==> config.mk <==
export PLATFORM = sky130hd
export DESIGN_NAME = uart_rx_fifo
export DESIGN_NICKNAME = d
export VERILOG_FILES = /design/src/rtl/uart_pkg.sv /design/src/rtl/fifo_fwft.sv /design/src/rtl/uart_rx_fifo.sv
export SDC_FILE = /design/constraint.sdc
export NUM_CORES = 1
export LEC_CHECK = 0
export ABC_AREA = 1
export BUFFER_PORTS_ARGS = -buffer_cell sky130_fd_sc_hd__buf_2
export CORE_MARGIN = 5
export CORE_UTILIZATION = 54
export DETAILED_ROUTE_END_ITERATION = 10
export GPL_TIMING_DRIVEN = 0
export PLACE_DENSITY = 0.76
export SKIP_LAST_GASP = 1
export SYNTH_ARGS = -nofsm -noshare
export SYNTH_HDL_FRONTEND = slang
export SYNTH_SLANG_ARGS = --single-unit
export TNS_END_PERCENT = 1
==> constraint.sdc <==
create_clock -name clk -period 2.3 [get_ports clk]
set_clock_uncertainty 0.2 [all_clocks]
set_input_delay 0.575 -clock clk [delete_from_list [all_inputs] [get_ports clk]]
set_output_delay 0.575 -clock clk [all_outputs]
set_load 0.01 [all_outputs]
==> src/rtl/uart_pkg.sv <==
// Shared types and constants for the UART receive FIFO block.
package uart_pkg;

  typedef enum logic [1:0] {
    IDLE    = 2'd0,
    PUSH    = 2'd1,
    WAITCLR = 2'd2
  } cap_state_e;

  localparam int ENTRY_W        = 9;
  localparam int DEF_DEPTH_LOG2 = 4;
  localparam int DEF_TMOBITS    = 16;

  // FIFO entry layout: framing-error tag above the data byte.
  function automatic logic [ENTRY_W-1:0] pack_entry(input logic fe, input logic [7:0] data);
    return {fe, data};
  endfunction

endpackage

==> src/rtl/fifo_fwft.sv <==
// First-word-fall-through FIFO: head entry is always visible on rd_data_o.
// Storage is not reset; pointers and occupancy count are.
module fifo_fwft #(
  parameter int WIDTH      = 9,
  parameter int DEPTH_LOG2 = 4
) (
  input  logic                  clk,
  input  logic                  rst,
  input  logic                  wr_en_i,
  input  logic [WIDTH-1:0]      wr_data_i,
  input  logic                  rd_en_i,
  output logic [WIDTH-1:0]      rd_data_o,
  output logic [DEPTH_LOG2:0]   count_o,
  output logic                  empty_o,
  output logic                  full_o
);

  localparam int                  DEPTH    = 2 ** DEPTH_LOG2;
  localparam logic [DEPTH_LOG2-1:0] PTR_ONE  = 1;
  localparam logic [DEPTH_LOG2:0]   CNT_ONE  = 1;
  localparam logic [DEPTH_LOG2:0]   FULL_CNT = {1'b1, {DEPTH_LOG2{1'b0}}};

  logic [WIDTH-1:0]      mem_q [DEPTH];
  logic [DEPTH_LOG2-1:0] wr_ptr_q, wr_ptr_d;
  logic [DEPTH_LOG2-1:0] rd_ptr_q, rd_ptr_d;
  logic [DEPTH_LOG2:0]   count_q, count_d;
  logic                  do_rd, do_wr;

  assign empty_o = (count_q == '0);
  assign full_o  = (count_q == FULL_CNT);
  // A write into a full FIFO is legal only when the head leaves in the same cycle.
  assign do_rd   = rd_en_i && !empty_o;
  assign do_wr   = wr_en_i && (!full_o || do_rd);

  always_comb begin
    wr_ptr_d = wr_ptr_q;
    rd_ptr_d = rd_ptr_q;
    count_d  = count_q;
    if (do_wr) wr_ptr_d = wr_ptr_q + PTR_ONE;
    if (do_rd) rd_ptr_d = rd_ptr_q + PTR_ONE;
    case ({do_wr, do_rd})
      2'b10:   count_d = count_q + CNT_ONE;
      2'b01:   count_d = count_q - CNT_ONE;
      default: count_d = count_q;
    endcase
  end

  always_ff @(posedge clk) begin
    if (rst) begin
      wr_ptr_q <= '0;
      rd_ptr_q <= '0;
      count_q  <= '0;
    end else begin
      wr_ptr_q <= wr_ptr_d;
      rd_ptr_q <= rd_ptr_d;
      count_q  <= count_d;
    end
  end

  always_ff @(posedge clk) begin
    if (do_wr) mem_q[wr_ptr_q] <= wr_data_i;
  end

  // Asynchronous head read gives fall-through behaviour without a prefetch stage.
  assign rd_data_o = mem_q[rd_ptr_q];
  assign count_o   = count_q;

endmodule

==> src/rtl/uart_rx_fifo.sv <==
// UART receive capture FSM + FWFT FIFO with sticky error flags and interrupt.
// Define UART_RXFIFO_TIMEOUT_EN to add the idle-timeout interrupt source.
module uart_rx_fifo
  import uart_pkg::*;
#(
  parameter int DEPTH_LOG2 = DEF_DEPTH_LOG2,
  parameter int TMOBITS    = DEF_TMOBITS
) (
  input  logic                  clk,
  input  logic                  rst,
  input  logic [7:0]            q_in,
  input  logic                  dv_in,
  input  logic                  fe_in,
  input  logic                  ove_in,
  output logic                  rd_core,
  input  logic                  rdfifo,
  output logic [7:0]            dout,
  output logic                  dout_fe,
  output logic                  empty,
  output logic                  full,
  output logic [DEPTH_LOG2:0]   count,
  input  logic [DEPTH_LOG2:0]   thresh,
  output logic                  err_ovf,
  output logic                  err_fe,
  input  logic                  clrerr,
  output logic                  irq,
  input  logic [TMOBITS-1:0]    tmo_cycles
);

  cap_state_e state_q, state_d;
  logic       push;
  logic       pop_ok;
  logic       drop;
  logic       err_ovf_q, err_ovf_d;
  logic       err_fe_q, err_fe_d;
  logic       irq_q, irq_d;
  logic       tmo_flag;
  logic [ENTRY_W-1:0] head;

  always_comb begin
    state_d = state_q;
    push    = 1'b0;
    unique case (state_q)
      IDLE:    if (dv_in) state_d = PUSH;
      PUSH: begin
        push    = 1'b1;
        state_d = WAITCLR;
      end
      WAITCLR: if (!dv_in) state_d = IDLE;
      default: state_d = IDLE;
    endcase
  end

  always_ff @(posedge clk) begin
    if (rst) state_q <= IDLE;
    else     state_q <= state_d;
  end

  assign rd_core = push;
  assign pop_ok  = rdfifo && !empty;
  assign drop    = push && full && !pop_ok;

  fifo_fwft #(
    .WIDTH      (ENTRY_W),
    .DEPTH_LOG2 (DEPTH_LOG2)
  ) u_fifo (
    .clk       (clk),
    .rst       (rst),
    .wr_en_i   (push),
    .wr_data_i (pack_entry(fe_in, q_in)),
    .rd_en_i   (rdfifo),
    .rd_data_o (head),
    .count_o   (count),
    .empty_o   (empty),
    .full_o    (full)
  );

  assign dout    = head[7:0];
  assign dout_fe = head[8];

  // New error events win over a simultaneous clear.
  always_comb begin
    err_ovf_d = (err_ovf_q && !clrerr) || drop || (push && ove_in);
    err_fe_d  = (err_fe_q && !clrerr) || (push && fe_in);
    irq_d     = (count >= thresh) || err_ovf_q || err_fe_q || tmo_flag;
  end

  always_ff @(posedge clk) begin
    if (rst) begin
      err_ovf_q <= 1'b0;
      err_fe_q  <= 1'b0;
      irq_q     <= 1'b0;
    end else begin
      err_ovf_q <= err_ovf_d;
      err_fe_q  <= err_fe_d;
      irq_q     <= irq_d;
    end
  end

  assign err_ovf = err_ovf_q;
  assign err_fe  = err_fe_q;
  assign irq     = irq_q;

`ifdef UART_RXFIFO_TIMEOUT_EN
  localparam logic [TMOBITS-1:0] TMO_ONE = 1;

  logic [TMOBITS-1:0] tmo_cnt_q, tmo_cnt_d, tmo_cnt_inc;
  logic               tmo_flag_q, tmo_flag_d;

  assign tmo_cnt_inc = tmo_cnt_q + TMO_ONE;

  // Counting stops once the flag is raised, so the counter never wraps.
  always_comb begin
    tmo_cnt_d  = tmo_cnt_q;
    tmo_flag_d = tmo_flag_q;
    if (pop_ok) begin
      tmo_cnt_d  = '0;
      tmo_flag_d = 1'b0;
    end else if (empty || push) begin
      tmo_cnt_d = '0;
    end else if (!tmo_flag_q && (tmo_cycles != '0)) begin
      tmo_cnt_d = tmo_cnt_inc;
      if (tmo_cnt_inc == tmo_cycles) tmo_flag_d = 1'b1;
    end
  end

  always_ff @(posedge clk) begin
    if (rst) begin
      tmo_cnt_q  <= '0;
      tmo_flag_q <= 1'b0;
    end else begin
      tmo_cnt_q  <= tmo_cnt_d;
      tmo_flag_q <= tmo_flag_d;
    end
  end

  assign tmo_flag = tmo_flag_q;
`else
  logic unused_tmo;
  assign unused_tmo = ^tmo_cycles;
  assign tmo_flag   = 1'b0;
`endif

endmodule

== Word level (Yosys, flattened, before mapping) ==
Memories as Yosys holds them, arrays and structs flattened. A register that Yosys moved wholly into a read port is not among the register bits.
Index checks and enable logic that the tools add are counted.
Word-level totals
  flip-flop bits (word level): 18
  word-level logic and storage cells: 51
  latch bits: 0
  output and inout bits: 20
  memory bits (writable): 144
  memories kept: 1
  ROM bits: 0
  bits of input ports: 36
Cells by class
  equality and inequality tests: 7
  order comparisons: 1
  add/subtract/negate cells: 4
  div/mod/pow operators: 0
  shift-type cells: 0
  muxes and demuxes: 9
  reductions and logical operators: 22
  bitwise logic cells: 0
  multiply operators: 0
Memory list
  u_fifo.mem_q: depth 16, bits a word 9, rd ports 1, clocked after Yosys merged registers in 1, write ports 1, line fifo_fwft.sv:23  | logic [WIDTH-1:0] mem_q [DEPTH];
Operators with widths (number)
  case mux 5 bit (2 select lines): 1
  adder 4 x 1 -> 4 bit, second input constant: 2
  logical AND 1 bit: 8
  two-way mux 4 bit: 2
  logical OR 1 bit: 6
  case mux 2 bit (3 select lines): 1
  adder 5 x 1 -> 5 bit, second input constant: 1
  equality test 5 bit, second input constant: 1
  >= comparator 5 bit: 1
  logical NOT 5 bit: 1
  subtractor 5 x 1 -> 5 bit, second input constant: 1
  equality test 2 x 1 -> 1 bit, second input constant: 2
  equality test 2 bit, second input constant: 2
  logical NOT 1 bit: 4
  two-way mux 2 bit: 2
  inequality test 2 bit, second input constant: 2
  two-way mux 1 bit: 3
  logical NOT 2 bit: 1
  AND reduction 2 bit: 1
  nonzero test 2 bit: 1

== Longest topological paths before layout ==
Gate-level depths: netlist of the first run.
  word-level depth: 7
  mapped depth: 17

== Hierarchy ==
From an unflattened synthesis of the first run, not the netlist that was laid out.
Second synthesis, totals
  cell total of the unflattened synthesis: 631
  area, all modules: 7134.3 um^2
By module, submodules not included
  fifo_fwft: cells an instance 586, times used 1, area an instance 6822.8 um^2
  uart_rx_fifo: cells an instance 45, times used 1, area an instance 311.5 um^2

== Worst setup path before layout of the first run ==
Ideal clock, no wire load.
  kind: input to register
  start point: input rdfifo
  end point: register u_fifo.count_q[2] (netlist: u_fifo.count_o[2])
  path buffers: 1
  arrival time: 2078 ps
  cell stages on the path: 14
  slack: -93 ps
  required time: 1985 ps
  cells stage by stage: inv_1 nand4_2 nand2_2 buf_2 ha_1 nand2_1 inv_1 nor2_1 ha_1 inv_1 nand2_1 xor2_1 o21ai_0 inv_1
On the way
  word-level cells in the longest chain between the ends: 5
  elaborated cells on any way between the ends: 7
  classes of those cells: eq/ne: 2; mux: 1; reduce/logical: 4
RTL lines
  start, declared: line uart_rx_fifo.sv:16  | input logic rdfifo,
  logical AND 1 bit (*): line fifo_fwft.sv:32  | assign do_rd = rd_en_i && !empty_o;
  logical OR 1 bit: line fifo_fwft.sv:33  | assign do_wr = wr_en_i && (!full_o || do_rd);
  logical AND 1 bit: line fifo_fwft.sv:33
  equality test 2 x 1 -> 1 bit or equality test 2 bit (tied branches): line fifo_fwft.sv:41  | case ({do_wr, do_rd})
  case mux 5 bit (2 select lines) or nonzero test 2 bit (tied branches)
  end signal, assigned: line fifo_fwft.sv:56  | count_q <= count_d;
  end, declared: line fifo_fwft.sv:26  | logic [DEPTH_LOG2:0] count_q, count_d;
Mark *: on every way between the ends. The rest lies on a longest branch, timed or not.
A chain may end at the register's enable or synchronous reset.

==> impl_metrics.toml, run 1 <==
[outcome]
status = "finished with violations"
violations = "setup timing"

[grt]
grt_pass1_wl_mm = 27.6
grt_max_degree = 18
antenna_found_initial = 0
grt_use_total_pct = 22.6
grt_pass1_vias = 5256
grt-ovfl-total = 0

[critical_path]
worstSetupPathType = "flip-flop to primary output"
r2r_setup_slack_ps = -270
crit_top_cell = "buf_2"
path_cells = "buf_2 -> clkbuf_2 -> o21ai_1 -> nand3_1 -> nand3_2 -> nand2_1 -> buf_2"
crit_path_max_fanout = 10
start_kind = "flip-flop"
cpMaxStageDelayCell = "dfxtp_2"
reg2reg_to = "u_fifo.mem_q[11][2]"
slowest_delay_ps = 340
r2r_start = "u_fifo.count_o[2]"
crit_arrival_ps = 1900
endpoint_kind = "primary output"
r2r.worst_path.cells = 7
worstPathRequired_ps = 1520

[timing]
setup_violations = 56
fin_hold_ws_ps = 210
fmax_ghz = 0.374
maxSlewHeadroom_pct = 12.4
fin_crit_sh_pct = 116
finalCriticalPeriod_ps = 2680
rsz0062_at_grt = "true"
setup_slack_ps = -377
hold_viol = 0
worstMarginPinSlew_ps = 1300
drv_slew = 0

[synthesis]
synth_fa_ha_area_share_pct = 2.40
synth_edf_count = 144
synthFlopType = "edfxtp_1"
yosysUniqueCellTypes = 31
synth-async-reset-ratio_pct = 0
synth_compound_area_share_pct = 11.5
yosys_warnings = 0
synth_top_family_by_area = "simple AND/OR/NAND/NOR gates"
yosys.area_share.simple_pct = 11.6
postSynthCellCount = 649
synth_xor_area_share_pct = 0.600
synth_seq_area_share_pct = 65.2
ys_ff_latch = 166
yosysTopAreaCell = "edfxtp_1"
yosys-top-cells-count = "144 x edfxtp_1, 107 x inv_1, 85 x nand2_1"
synth_most_common_cell = "edfxtp_1"
avgSynthCellArea_um2 = 11.3
synth_area_leaders = "edfxtp_1 59%, dfxtp_1 6.0%, inv_1 5.5%"
synth_top_area_share_pct = 59.2
syn-num-nets = 699
synthMuxAreaShare_pct = 0
synthesis.area_um2 = 7300

[hold_path]
worstHoldEndpoint = "err_ovf"
holdCritPathClass = "primary input to flip-flop"
timing.hold.worst_path_depth = 3
min-delay-start = "ove_in"

[clock_network]
hold_buffers = 0
cts-root-buf = "clkbuf_16"
numCtsBuffers = 17
clock_latency_ps = 430
cts_buffer_depth = 2
cts_tree = "yes"
cts_sinks = 166
clkSlewWorstSetupHoldPaths_ps = 70
h-tree-depth = 4

[floorplanning]
dieWidth_um = 126
core.rowCount = 42
start_util_pct = 55.2
core_um2 = 13200
die_h_um = 126
dieArea_um2 = 16000
io-pin-count = 56

[final_layout]
diodes = 0
multi_input_comb_area_um2 = 2010
drive_above_1_share_pct = 20.2
utilization_pct = 64.7
syn_to_final_growth_pct = 17.3
final_net_count = 760
regArea_um2 = 4770
fillers = 990

[power]
seqPwrFrac_pct = 37.8
pwr-share-comb_pct = 30.1
p_per_area_nw_per_um2 = 1070
swShare_pct = 32.2
p_leak_uw = 0.00334
p_clk_share_pct = 32.1
intPower_uw = 6240
p_switching_uw = 2960
ir_worst_vdd_mv = 0.601

[route]
post-route-drc-count = 0
firstDrtPassIters = 5
drt-total-wl_mm = 17.9
ant_nets = 0
avgViaCountPerCell = 5.77
wl_per_cell_um = 19.9
via_count = 5185
first_iter_violations = 572

[placement]
hpwlAfterDp_mm = 11.5
gp_congestion = 0.854
port_buffers = 38

[job]
maxCapViolCount = 0
sequential cells by signal, summed over array words and instances, names as in the netlist, named ones only:
register / cells
u_fifo.rd_ptr_q: 4
u_fifo.count_o: 5
irq: 1
err_fe: 1
state_q: 2
err_ovf: 1
u_fifo.wr_ptr_q: 4
u_fifo.mem_q: 144
cells in the final DEF, fill, tap and decap left out, types with 15 or more instances in the layout:
cell,count
o211ai_2,18
inv_1,107
edfxtp_1,144
clkbuf_16,20
nand2_1,85
dfxtp_1,20
o211ai_1,18
buf_2,42
a21oi_1,50
o21ai_0,28
nand3_1,62
o21ai_1,15
what timing repair did:
item / 4_1_cts / 5_1_grt
pin swaps: 1 / 10
endpoints found under the hold margin: 0 / 0
cloned: 0 / 4
gates resized for setup: 13 / 40
buffers inserted: 0 / 0
setup endpoints to repair: 101 / 121
worst max-delay path: cells and delay by family, from the launching register on:
kind / cells / cell delay, ps
AND/OR/NAND/NOR: 3 / 310
AO/OA/AOI/OAI: 1 / 280
buffers and inverters: 3 / 520
flip-flops: 1 / 340
cell type report:
cell class / instances / share of cell area, %
multi-input cells: 340 / 23.4
well taps: 176 / 2.57
repair buffers: 43 / 3.24
clock buffers: 22 / 5.18
clock inverters: 10 / 1.83
flip-flops and latches: 166 / 55.6
inverters: 111 / 4.92
plain buffers: 31 / 3.23
metrics by stage:
stage                     instances  instance area (um^2)  total power, uW  TNS (ps)  setup slack [ps]
after floorplan                 649                  7320             5170         0              48.2
after global placement          863                  7730             5870    -57610              -611
after detailed placement        863                  7760             5970    -38690              -503
after CTS                       894                  8380             8930    -17680              -344
after global routing            899                  8570             9570    -19800              -426
final                           899                  8570             9200    -10600              -377
power groups by stage:
| stage | registers, uW | clock network [uW] | logic [uW] |
|---|---|---|---|
| after floorplan | 3530 | 0 | 1640 |
| after CTS | 3460 | 2960 | 2510 |
| after detailed placement | 3530 | 0 | 2450 |
| final | 3480 | 2950 | 2770 |
| after global routing | 3490 | 3080 | 3000 |
| after global placement | 3520 | 0 | 2350 |
how the worst max path moves through the flow:
stage,startpoint,to,depth (start not counted)
finish,flip-flop,dout[2],7
global route,flip-flop,dout[5],9
CTS,flip-flop,dout[2],7
detailed placement,rdfifo,u_fifo.mem_q[2][4],6
global placement,rdfifo,u_fifo.mem_q[14][0],6
floorplan,rdfifo,u_fifo.count_o[2],14
per-layer routing:
layer / up-vias / track usage (%) / routed length (um)
li1: 2363 / - / -
met3: 44 / 5.34 / 1460
met4: 0 / 9.40 / 546
met5: - / 0 / 0
met2: 269 / 38.4 / 8950
met1: 2509 / 28.0 / 6900
kinds of logic (layout without fill, tap and decap cells):
kind of cell / after synthesis / in the layout
and+or+nand+nor: 189 / 189
DFF: 166 / 166
buffers and inverters: 143 / 217
AOI/OAI and AO/OA: 132 / 132
adders and majority gates: 14 / 14
xor gates and xnor gates: 5 / 5
No activity file was read; power rests on OpenSTA's default activity.
==> run 2: changes to the inputs <==
--- a/config.mk
+++ b/config.mk
@@ -7,11 +7,13 @@
 export LEC_CHECK = 0
 export ABC_AREA = 1
 export BUFFER_PORTS_ARGS = -buffer_cell sky130_fd_sc_hd__buf_2
+export CELL_PAD_IN_SITES_DETAIL_PLACEMENT = 1
+export CELL_PAD_IN_SITES_GLOBAL_PLACEMENT = 2
 export CORE_MARGIN = 5
-export CORE_UTILIZATION = 54
+export CORE_UTILIZATION = 36
 export DETAILED_ROUTE_END_ITERATION = 10
 export GPL_TIMING_DRIVEN = 0
-export PLACE_DENSITY = 0.76
+export PLACE_DENSITY_LB_ADDON = 0.1
 export SKIP_LAST_GASP = 1
 export SYNTH_ARGS = -nofsm -noshare
 export SYNTH_HDL_FRONTEND = slang
==> run 2 against run 1 <==
  * The run still ends with setup timing left
  * Sequential share of layout area decreased by 1.4 points
  * Routed wire length increased by 14%
  * Setup slack got worse by 14 ps
  * Final area increased by 2.6%
  * Hold slack improved by 1.1 ps
  * Die area increased by 46%
  * Total power decreased by 0.43%
  * Register-to-register slack improved by 80 ps
  * Core utilization decreased by 21 points
  * Combinational power increased by 7.6%
  * Critical path depth unchanged
  * Critical endpoint is now dout[5]
  * Largest power group unchanged
==> impl_metrics.toml, run 2 (synthesized netlist as in run 1, its figures left out) <==
[outcome]
violations = "setup timing"
status = "finished with violations"

[critical_path]
crit_path_max_fanout = 10
r2r.worst_path.cells = 15
start_kind = "flip-flop"
endpoint_kind = "primary output"
r2r_setup_slack_ps = -190
worstSetupPathType = "flip-flop to primary output"
reg2reg_to = "u_fifo.count_o[4]"
crit_arrival_ps = 1920
r2r_start = "u_fifo.count_o[2]"
worstPathRequired_ps = 1520

[floorplanning]
io-pin-count = 56
dieWidth_um = 152
die_h_um = 152
core.rowCount = 52
dieArea_um2 = 23200
start_util_pct = 36.3
core_um2 = 20100

[timing]
finalCriticalPeriod_ps = 2690
setup_slack_ps = -391
maxSlewHeadroom_pct = 29.2
hold_viol = 0
worstMarginPinSlew_ps = 1060
fmax_ghz = 0.372
drv_slew = 0
rsz0062_at_grt = "true"
finalSetupTns_ps = -7550
fin_crit_sh_pct = 117
setup_violations = 65

[final_layout]
syn_to_final_growth_pct = 20.3
final_common_cell = "edfxtp_1"
fillers = 2172
diodes = 0
largest_reg_flops = 144
final_net_count = 767
utilization_pct = 43.7
drive_above_1_share_pct = 22.1
final_cell_mix = "144 x edfxtp_1, 107 x inv_1, 82 x nand2_1, 60 x nand3_1, 47 x a21oi_1"
top_register = "u_fifo.mem_q"

[route]
ant_nets = 0
drt-total-wl_mm = 20.4
post-route-drc-count = 0
avgViaCountPerCell = 5.02
first_iter_violations = 232
firstDrtPassIters = 6
wl_per_cell_um = 20.4
via_count = 5019

[power]
p_switching_uw = 3160
finalPower_uw = 9160
pwr-share-comb_pct = 32.5
intPower_uw = 6000
ir_worst_vdd_mv = 0.571
swShare_pct = 34.5
p_clk_share_pct = 29.5
p_per_area_nw_per_um2 = 1040
seqPwrFrac_pct = 38.0
p_leak_uw = 0.00336

[grt]
top_usage_layer = "met2"
grt_pass1_vias = 5160
grt_pass1_wl_mm = 30.3
grt-ovfl-total = 0
use_met1_pct = 21.5
grtUsageMet3_pct = 3.18
antenna_found_initial = 0
grt_max_degree = 18
grt_util_met2_pct = 30.8
grt_use_total_pct = 17.5

[clock_network]
numCtsBuffers = 17
h-tree-depth = 4
clkSlewWorstSetupHoldPaths_ps = 60
cts_sinks = 166
clock_latency_ps = 430
hold_buffers = 0
cts_tree = "yes"
cts_buffer_depth = 2
cts-root-buf = "clkbuf_16"

[hold_path]
holdCritPathClass = "primary input to flip-flop"
min-delay-start = "clrerr"
timing.hold.worst_path_depth = 4
worstHoldEndpoint = "err_fe"

[placement]
port_buffers = 38
hpwlAfterDp_mm = 14.5
gp_congestion = 0.864

[job]
maxCapViolCount = 0
run 2: changes by cell type in the layout (fill, tap and decap cells not counted), sizes merged:
| cell | previous run | this run |
|---|---|---|
| bufinv | 4 | 1 |
| clkinv | 7 | 9 |
| clkbuf | 35 | 27 |
| clkinvlp | 2 | 3 |
| buf | 61 | 71 |
| inv | 108 | 113 |
run 2: what timing repair did:
| action | CTS | global route |
|---|---|---|
| pin swaps | 0 | 5 |
| endpoints found under the setup margin | 133 | 134 |
| setup buffers | 0 | 5 |
| cloned | 0 | 3 |
| gates resized for setup | 11 | 76 |
run 2: how the worst max path moves through the flow:
stage	start	end	slack [ps]	depth (start not counted)
floorplan	rdfifo	u_fifo.count_o[2]	50	14
CTS	flip-flop	dout[5]	-470	7
detailed placement	rdfifo	u_fifo.mem_q[2][6]	-600	6
global placement	rdfifo	u_fifo.mem_q[9][5]	-780	6
global route	flip-flop	dout[6]	-470	7
finish	flip-flop	dout[5]	-390	7
run 2: cell type report:
cell class	count	area, um^2	share of cell area (%)
flip-flops and latches	166	4770	54.2
repair buffers	50	318	3.62
clock buffers	17	425	4.84
inverters	111	420	4.78
plain buffers	31	315	3.59
well taps	270	338	3.84
multi-input cells	340	2080	23.7
clock inverters	15	126	1.44
run 2: critical path: stages, from the launching register on:
cell,delay (ps)
dfxtp_2,340
buf_2,170
clkbuf_4,200
o211ai_1,270
nand3_1,140
nand3_1,170
nand2_1,70
buf_2,140
run 2: power by group through the flow:
| stage | registers, uW | logic, uW | clock network, uW |
|---|---|---|---|
| after floorplan | 3530 | 1640 | 0 |
| after global placement | 3530 | 2560 | 0 |
| after detailed placement | 3530 | 2630 | 0 |
| after CTS | 3470 | 2680 | 2750 |
| after global routing | 3500 | 3260 | 2890 |
| final | 3480 | 2980 | 2700 |
run 2: layer usage:
metal  vias to the layer above  wire (um)
met5                         -          0
met4                         0        473
met3                        28        621
met2                        79      10700
met1                      2526       8630
li1                       2386          -
run 2: metrics by stage:
stage / setup slack, ps / area (um^2) / std cells / hold WS (ps)
5_1_grt: -472 / 8790 / 1000 / 211
3_5_place_dp: -596 / 7910 / 961 / 281
6_report: -391 / 8790 / 1000 / 211
3_3_place_gp: -781 / 7850 / 957 / 270
4_1_cts: -474 / 8480 / 992 / 192
2_1_floorplan: 48.2 / 7320 / 649 / 247
